`config.mk`:
```
export PLATFORM = sky130hd
export DESIGN_NAME = qspi_rx_deser
export DESIGN_NICKNAME = d
export VERILOG_FILES = /design/src/rtl/qspi_pkg.sv /design/src/rtl/qspi_lane_mux.sv /design/src/rtl/qspi_rx_deser.sv
export SDC_FILE = /design/constraint.sdc
export NUM_CORES = 1
export LEC_CHECK = 0
export BUFFER_PORTS_ARGS = -buffer_cell sky130_fd_sc_hd__buf_2
export CORE_UTILIZATION = 45
export CTS_CLUSTER_DIAMETER = 80
export DETAILED_ROUTE_END_ITERATION = 10
export GPL_TIMING_DRIVEN = 1
export PLACE_DENSITY = 0.69
export SYNTH_ARGS = -nofsm -noshare
export SYNTH_HDL_FRONTEND = slang
export SYNTH_SLANG_ARGS = --single-unit
```
`constraint.sdc`:
```
create_clock -name clk_i -period 2.75 [get_ports clk_i]
set_input_delay 0 -clock clk_i [delete_from_list [all_inputs] [get_ports clk_i]]
set_output_delay 0 -clock clk_i [all_outputs]
set_load 0.05 [all_outputs]
```
`src/rtl/qspi_pkg.sv`:
```
// Shared types and helpers for the QSPI receive deserialiser.
package qspi_pkg;

    // Lane mode; the reserved encoding 2'b11 is folded into QSPI_QUAD when latched.
    typedef enum logic [1:0] {
        QSPI_SINGLE = 2'b00,
        QSPI_DUAL   = 2'b01,
        QSPI_QUAD   = 2'b10
    } qspi_mode_e;

    typedef enum logic [1:0] {
        RX_IDLE  = 2'b00,
        RX_SHIFT = 2'b01,
        RX_HOLD  = 2'b10
    } rx_state_e;

    // Number of data bits carried per beat in a given mode.
    function automatic logic [2:0] lanes(input qspi_mode_e mode);
        case (mode)
            QSPI_SINGLE: return 3'd1;
            QSPI_DUAL:   return 3'd2;
            default:     return 3'd4;
        endcase
    endfunction

endpackage

```
`src/rtl/qspi_lane_mux.sv`:
```
// Selects the active beat bits (right-aligned) and beat width from the IO sample.
module qspi_lane_mux
    import qspi_pkg::*;
(
    input  logic [3:0] qsd_i,
    input  qspi_mode_e mode_i,
    output logic [3:0] beat_o,
    output logic [2:0] width_o
);

    // Single mode reads MISO on IO[1]; wider modes take the low lanes as-is.
    always_comb begin
        width_o = lanes(mode_i);
        case (mode_i)
            QSPI_SINGLE: beat_o = {3'b000, qsd_i[1]};
            QSPI_DUAL:   beat_o = {2'b00, qsd_i[1:0]};
            default:     beat_o = qsd_i;
        endcase
    end

endmodule

```
`src/rtl/qspi_rx_deser.sv`:
```
// QSPI receive deserialiser: single/dual/quad lanes, runtime byte length,
// MSB/LSB-first order, completed word held behind a valid/ready handshake.
// Optional byte reversal of the completed word when QSPI_RX_BSWAP_EN is defined.
module qspi_rx_deser
    import qspi_pkg::*;
#(
    parameter int unsigned DATA_W = 32,
    parameter int unsigned LEN_W  = $clog2(DATA_W / 8) + 1
) (
    input  logic              clk_i,
    input  logic              rst_ni,
    input  logic              start_i,
    input  logic [1:0]        mode_i,
    input  logic              lsb_first_i,
    input  logic [LEN_W-1:0]  len_i,
`ifdef QSPI_RX_BSWAP_EN
    input  logic              bswap_i,
`endif
    input  logic              valid_i,
    input  logic [3:0]        qsd_i,
    input  logic              data_ready_i,
    output logic [DATA_W-1:0] data_o,
    output logic              data_valid_o,
    output logic              busy_o,
    output logic              overflow_o
);

    localparam int unsigned NBYTES = DATA_W / 8;
    // len*8 needs exactly three more bits than len itself
    localparam int unsigned CNT_W  = LEN_W + 3;

    rx_state_e         r_state;
    rx_state_e         w_state_next;
    qspi_mode_e        r_mode;
    logic              r_lsb;
    logic [LEN_W-1:0]  r_len;
    logic [DATA_W-1:0] r_sr;
    logic [CNT_W-1:0]  r_cnt;
    logic [DATA_W-1:0] r_data;
`ifdef QSPI_RX_BSWAP_EN
    logic              r_bswap;
`endif

    logic [LEN_W-1:0]  w_len_norm;
    logic [CNT_W-1:0]  w_beats;
    logic              w_load;
    logic              w_shift;
    logic              w_last;
    logic [3:0]        w_beat;
    logic [2:0]        w_width;
    logic [DATA_W-1:0] w_sr_next;
    logic [DATA_W-1:0] w_aligned;
    logic [DATA_W-1:0] w_word;
    logic [CNT_W-1:0]  w_pad;

    // A start in HOLD only takes effect together with the handshake.
    assign w_load  = start_i && ((r_state != RX_HOLD) || data_ready_i);
    // A beat arriving with start_i belongs to neither word and is dropped.
    assign w_shift = (r_state == RX_SHIFT) && valid_i && !start_i;
    assign w_last  = w_shift && (r_cnt == CNT_W'(1));

    qspi_lane_mux u_lane_mux (
        .qsd_i   (qsd_i),
        .mode_i  (r_mode),
        .beat_o  (w_beat),
        .width_o (w_width)
    );

    // Normalise the requested length and derive the beat count for the new word.
    always_comb begin
        w_len_norm = len_i;
        if ((len_i == '0) || (len_i > LEN_W'(NBYTES))) begin
            w_len_norm = LEN_W'(NBYTES);
        end
        case (mode_i)
            2'b00:   w_beats = {w_len_norm, 3'b000};
            2'b01:   w_beats = {1'b0, w_len_norm, 2'b00};
            default: w_beats = {2'b00, w_len_norm, 1'b0};
        endcase
    end

    // Next shift-register value: MSB-first appends at the bottom, LSB-first enters at the top.
    always_comb begin
        case (w_width)
            3'd1: w_sr_next = r_lsb ? {w_beat[0], r_sr[DATA_W-1:1]}
                                    : {r_sr[DATA_W-2:0], w_beat[0]};
            3'd2: w_sr_next = r_lsb ? {w_beat[1:0], r_sr[DATA_W-1:2]}
                                    : {r_sr[DATA_W-3:0], w_beat[1:0]};
            default: w_sr_next = r_lsb ? {w_beat, r_sr[DATA_W-1:4]}
                                       : {r_sr[DATA_W-5:0], w_beat};
        endcase
    end

    // Right-align the completed word and zero everything above len bytes.
    always_comb begin
        w_pad = CNT_W'(DATA_W) - {r_len, 3'b000};
        if (r_lsb) begin
            w_aligned = w_sr_next >> w_pad;
        end else begin
            w_aligned = w_sr_next & ({DATA_W{1'b1}} >> w_pad);
        end
    end

`ifdef QSPI_RX_BSWAP_EN
    // Reverse the len valid bytes; bytes above len stay zero.
    always_comb begin
        int v_len;
        v_len  = int'(r_len);
        w_word = w_aligned;
        if (r_bswap) begin
            for (int b = 0; b < int'(NBYTES); b++) begin
                w_word[8*b +: 8] = 8'h00;
                if (b < v_len) begin
                    w_word[8*b +: 8] = w_aligned[8*(v_len-1-b) +: 8];
                end
            end
        end
    end
`else
    assign w_word = w_aligned;
`endif

    // State register.
    always_ff @(posedge clk_i or negedge rst_ni) begin
        if (!rst_ni) begin
            r_state <= RX_IDLE;
        end else begin
            r_state <= w_state_next;
        end
    end

    // Next-state logic.
    always_comb begin
        w_state_next = r_state;
        case (r_state)
            RX_IDLE: begin
                if (start_i) w_state_next = RX_SHIFT;
            end
            RX_SHIFT: begin
                if (start_i) begin
                    w_state_next = RX_SHIFT;
                end else if (w_last) begin
                    w_state_next = RX_HOLD;
                end
            end
            RX_HOLD: begin
                if (data_ready_i) w_state_next = start_i ? RX_SHIFT : RX_IDLE;
            end
            default: w_state_next = RX_IDLE;
        endcase
    end

    // Outputs decoded from state; overflow flags a beat that has nowhere to go.
    always_comb begin
        data_o       = r_data;
        busy_o       = (r_state != RX_IDLE);
        data_valid_o = (r_state == RX_HOLD);
        overflow_o   = (r_state == RX_HOLD) && valid_i;
    end

    // Datapath: latch config on start, shift accepted beats, capture the finished word.
    always_ff @(posedge clk_i or negedge rst_ni) begin
        if (!rst_ni) begin
            r_mode  <= QSPI_SINGLE;
            r_lsb   <= 1'b0;
            r_len   <= '0;
            r_sr    <= '0;
            r_cnt   <= '0;
            r_data  <= '0;
`ifdef QSPI_RX_BSWAP_EN
            r_bswap <= 1'b0;
`endif
        end else if (w_load) begin
            r_mode  <= (mode_i == 2'b11) ? QSPI_QUAD : qspi_mode_e'(mode_i);
            r_lsb   <= lsb_first_i;
            r_len   <= w_len_norm;
            r_sr    <= '0;
            r_cnt   <= w_beats;
`ifdef QSPI_RX_BSWAP_EN
            r_bswap <= bswap_i;
`endif
        end else if (w_shift) begin
            r_sr  <= w_sr_next;
            r_cnt <= r_cnt - 1'b1;
            if (w_last) r_data <= w_word;
        end
    end

endmodule

```
==> impl_metrics.toml <==
[floorplan]
initial_core_util = 0.464
die_w_um = 111
rows = 39
die-area_um2 = 12300
die_h_um = 111
ioPinCount = 50
core_region_area_um2 = 11500

[timing]
finalSetupTns_ns = 0
slew_violations = 0
skew_ns = 0.0117
worst_pin_slew_ns = 1.03
max_freq_mhz = 409
slew-limit-headroom = 0.313
rsz0062_at_grt = "false"
post-route-period-util = 0.889
hold_viol_final = 0
period_minus_slack_ns = 2.44
setup_viol = 0

[synth]
syn_area_um2 = 5320
synth_area_leaders = "dfrtp_1 37%, nand3_1 10%, o21ai_0 5.5%, nand2_1 5.2%, nand2b_1 4.0%"
synth_ff_type = "dfrtp_1"
synthMuxAreaShare = 0.0825
synth_edf_count = 0
synth.net_count = 648
synth_seq_area_share = 0.367
syn-instance-count = 627
yosysTopAreaCell = "dfrtp_1"
synth_top_family_by_area = "simple AND/OR/NAND/NOR gates"
synth_compound_area_frac = 0.208
yosysWarnings = 0
ys_async_sr_fraction = 1.00
yosys_register_bits = 78
yosys.area_share.adder = 0.0141
yosysTopAreaCellShare = 0.367
synth_simple_gate_area_frac = 0.266
syn_avg_cell_area_um2 = 8.49
synth.distinct_cells = 71
synth_xor_area_frac = 0.00494

[outcome]
status = "complete, no violations"

[route]
via_per_inst = 6.52
route.detailed.drc = 0
num_vias = 5369
postRouteAntennaNets = 0
routed_wl_um = 18600
drtPass1Iterations = 4
routedWlPerCell_um = 22.5
drt_iter0_markers = 514

[critical_path]
crit_path_max_fanout = 38
slowest_stage = "dfrtp_2"
worstSetupStartpointType = "flop"
slowest_delay_ns = 0.80
cp.arrival_ns = 2.73
critPathCaptureType = "flop"
path_common_cell = "nand3_1"
critPathBufInv = 1
critPathRequiredTime_ns = 3.04
rrSetupSlack_ns = 0.31
path_class = "flop to flop"
path_cells = "buf_12, nand2_1, nand3_1, nand3_1, a2111oi_0, o22a_1"
cpLargestDelayFamily = "flip-flops"

[power_and_ir_drop]
power_density_nw_per_um2 = 695
switchingPower_mw = 1.77
comb_power_share = 0.358
swShare = 0.415
intPower_mw = 2.50
power_frac_clock = 0.293
p_seq_frac = 0.348
power_leakage_nw = 2.71
ir_drop_mv = 0.662

[finish]
regArea_um2 = 1950
fillCellCount = 1041
multi_input_area_um2 = 3080
diodes = 0
final_common_cell = "nand3_1"
utilization = 0.537
fin_nets = 697
drive_above_1_share = 0.192
area.growth.synth_to_final_pct = 15.7
layout_common_cells = "109 x nand3_1, 76 x dfrtp_1, 74 x nand2_1, 59 x o21ai_0, 48 x buf_2"

[cts]
cts_tree = "yes"
cts_htree_levels = 3
ctsResizeCount = 0
cts_root_buf = "clkbuf_16"
cts.path.max_buffers = 2
clock_sinks = 78
clk_pin_slew_ns = 0.07
cts_made_buffers = 9
clk_latency_ns = 0.35

[place]
hpwlAfterDp_um = 13500
gp_congestion = 1.02
port_buffers = 49

[run]
maxCapViolCount = 0

[grt]
grt_remaining_overflow = 0
grt_pass1_wl_um = 29300
grt_pass1_vias = 5150
grtUsageTotal = 0.308
antenna_found_initial = 0
grt_max_degree = 79

[worst_hold_path]
hold_class = "input port to flop"
registers in the layout, summed over array words and instances, names as in the netlist:
signal and flops:
data_o 32, r_sr 32, r_cnt 6, r_len 3, r_mode 2, r_state 2
r_lsb 1
kinds of logic after synthesis:
logic type | count (synthesis)
AND/OR/NAND/NOR | 282
AO/OA/AOI/OAI | 160
flip-flops | 78
buffers and inverters | 63
multiplexers | 35
adder cells (fa/ha/maj) | 6
XOR/XNOR | 3
final timing paths:
check                      startpoint         end  cells after the start
setup / recovery                r_lsb  data_o[11]                      6
hold / removal               len_i[2]    r_len[2]                      4
min in group asynchronous      rst_ni    r_sr[27]                      2
hold reg to reg            data_o[30]  data_o[30]                      2
setup reg to reg                r_lsb  data_o[11]                      6
max in group asynchronous      rst_ni   r_mode[1]                      2
final cells by class:
type                            count  share of cell area
Clock buffer                        9              0.0366
Tap cell                          143              0.0291
Clock inverter                      7              0.0132
Multi-Input combinational cell    486               0.500
Sequential cell                    78               0.317
Inverter                           16             0.00975
Timing Repair Buffer               85              0.0939
per-layer routing:
layer	up-vias	GRT usage	part of all wire
met5	-	0	0
met4	0	0.171	0.057
met3	68	0.0820	0.093
met2	329	0.459	0.45
met1	2549	0.406	0.40
li1	2423	-	-
power by group through the flow:
stage	Combinational (mW)	Clock (mW)	Sequential [mW]
detailed placement	1.49	0	1.51
finish	1.53	1.26	1.49
global placement	1.48	0	1.50
global route	1.62	1.31	1.51
CTS	1.50	1.27	1.48
floorplan	0.765	0	1.75
repair_timing:
item	CTS	global route
hold endpoints to repair	86	0
hold buffers	9	0
buffers inserted	0	0
synthesized netlist by cell type, types with 6 or more instances:
library cell	n
a22o_1	9
nand4_1	10
ha_1	6
o21ai_0	59
inv_1	15
a32oi_1	7
a21oi_1	15
buf_2	19
mux2_2	11
dfrtp_1	78
nand2_1	74
mux2i_1	18
clkbuf_1	18
nor2_1	22
nor3_1	9
nand2b_1	34
nand3_1	109
tightest hold or removal path, stage by stage:
cell and delay (ns):
buf_2 0.10, inv_1 0.05, ha_1 0.21, o21ai_0 0.10
through the flow:
stage / instance area, um2 / hold WS, ns / worst slack (ns) / power, mW / std cells
6_report: 6160 / 0.160 / 0.305 / 4.28 / 824
2_1_floorplan: 5320 / -0.296 / 0.706 / 2.51 / 627
3_5_place_dp: 5760 / 0.240 / 0.381 / 2.99 / 799
5_1_grt: 6160 / 0.185 / 0.141 / 4.44 / 824
3_3_place_gp: 5760 / 0.235 / 0.379 / 2.98 / 799
4_1_cts: 6160 / 0.153 / 0.340 / 4.26 / 824
Note: power is estimated with default switching activity, not from simulation.
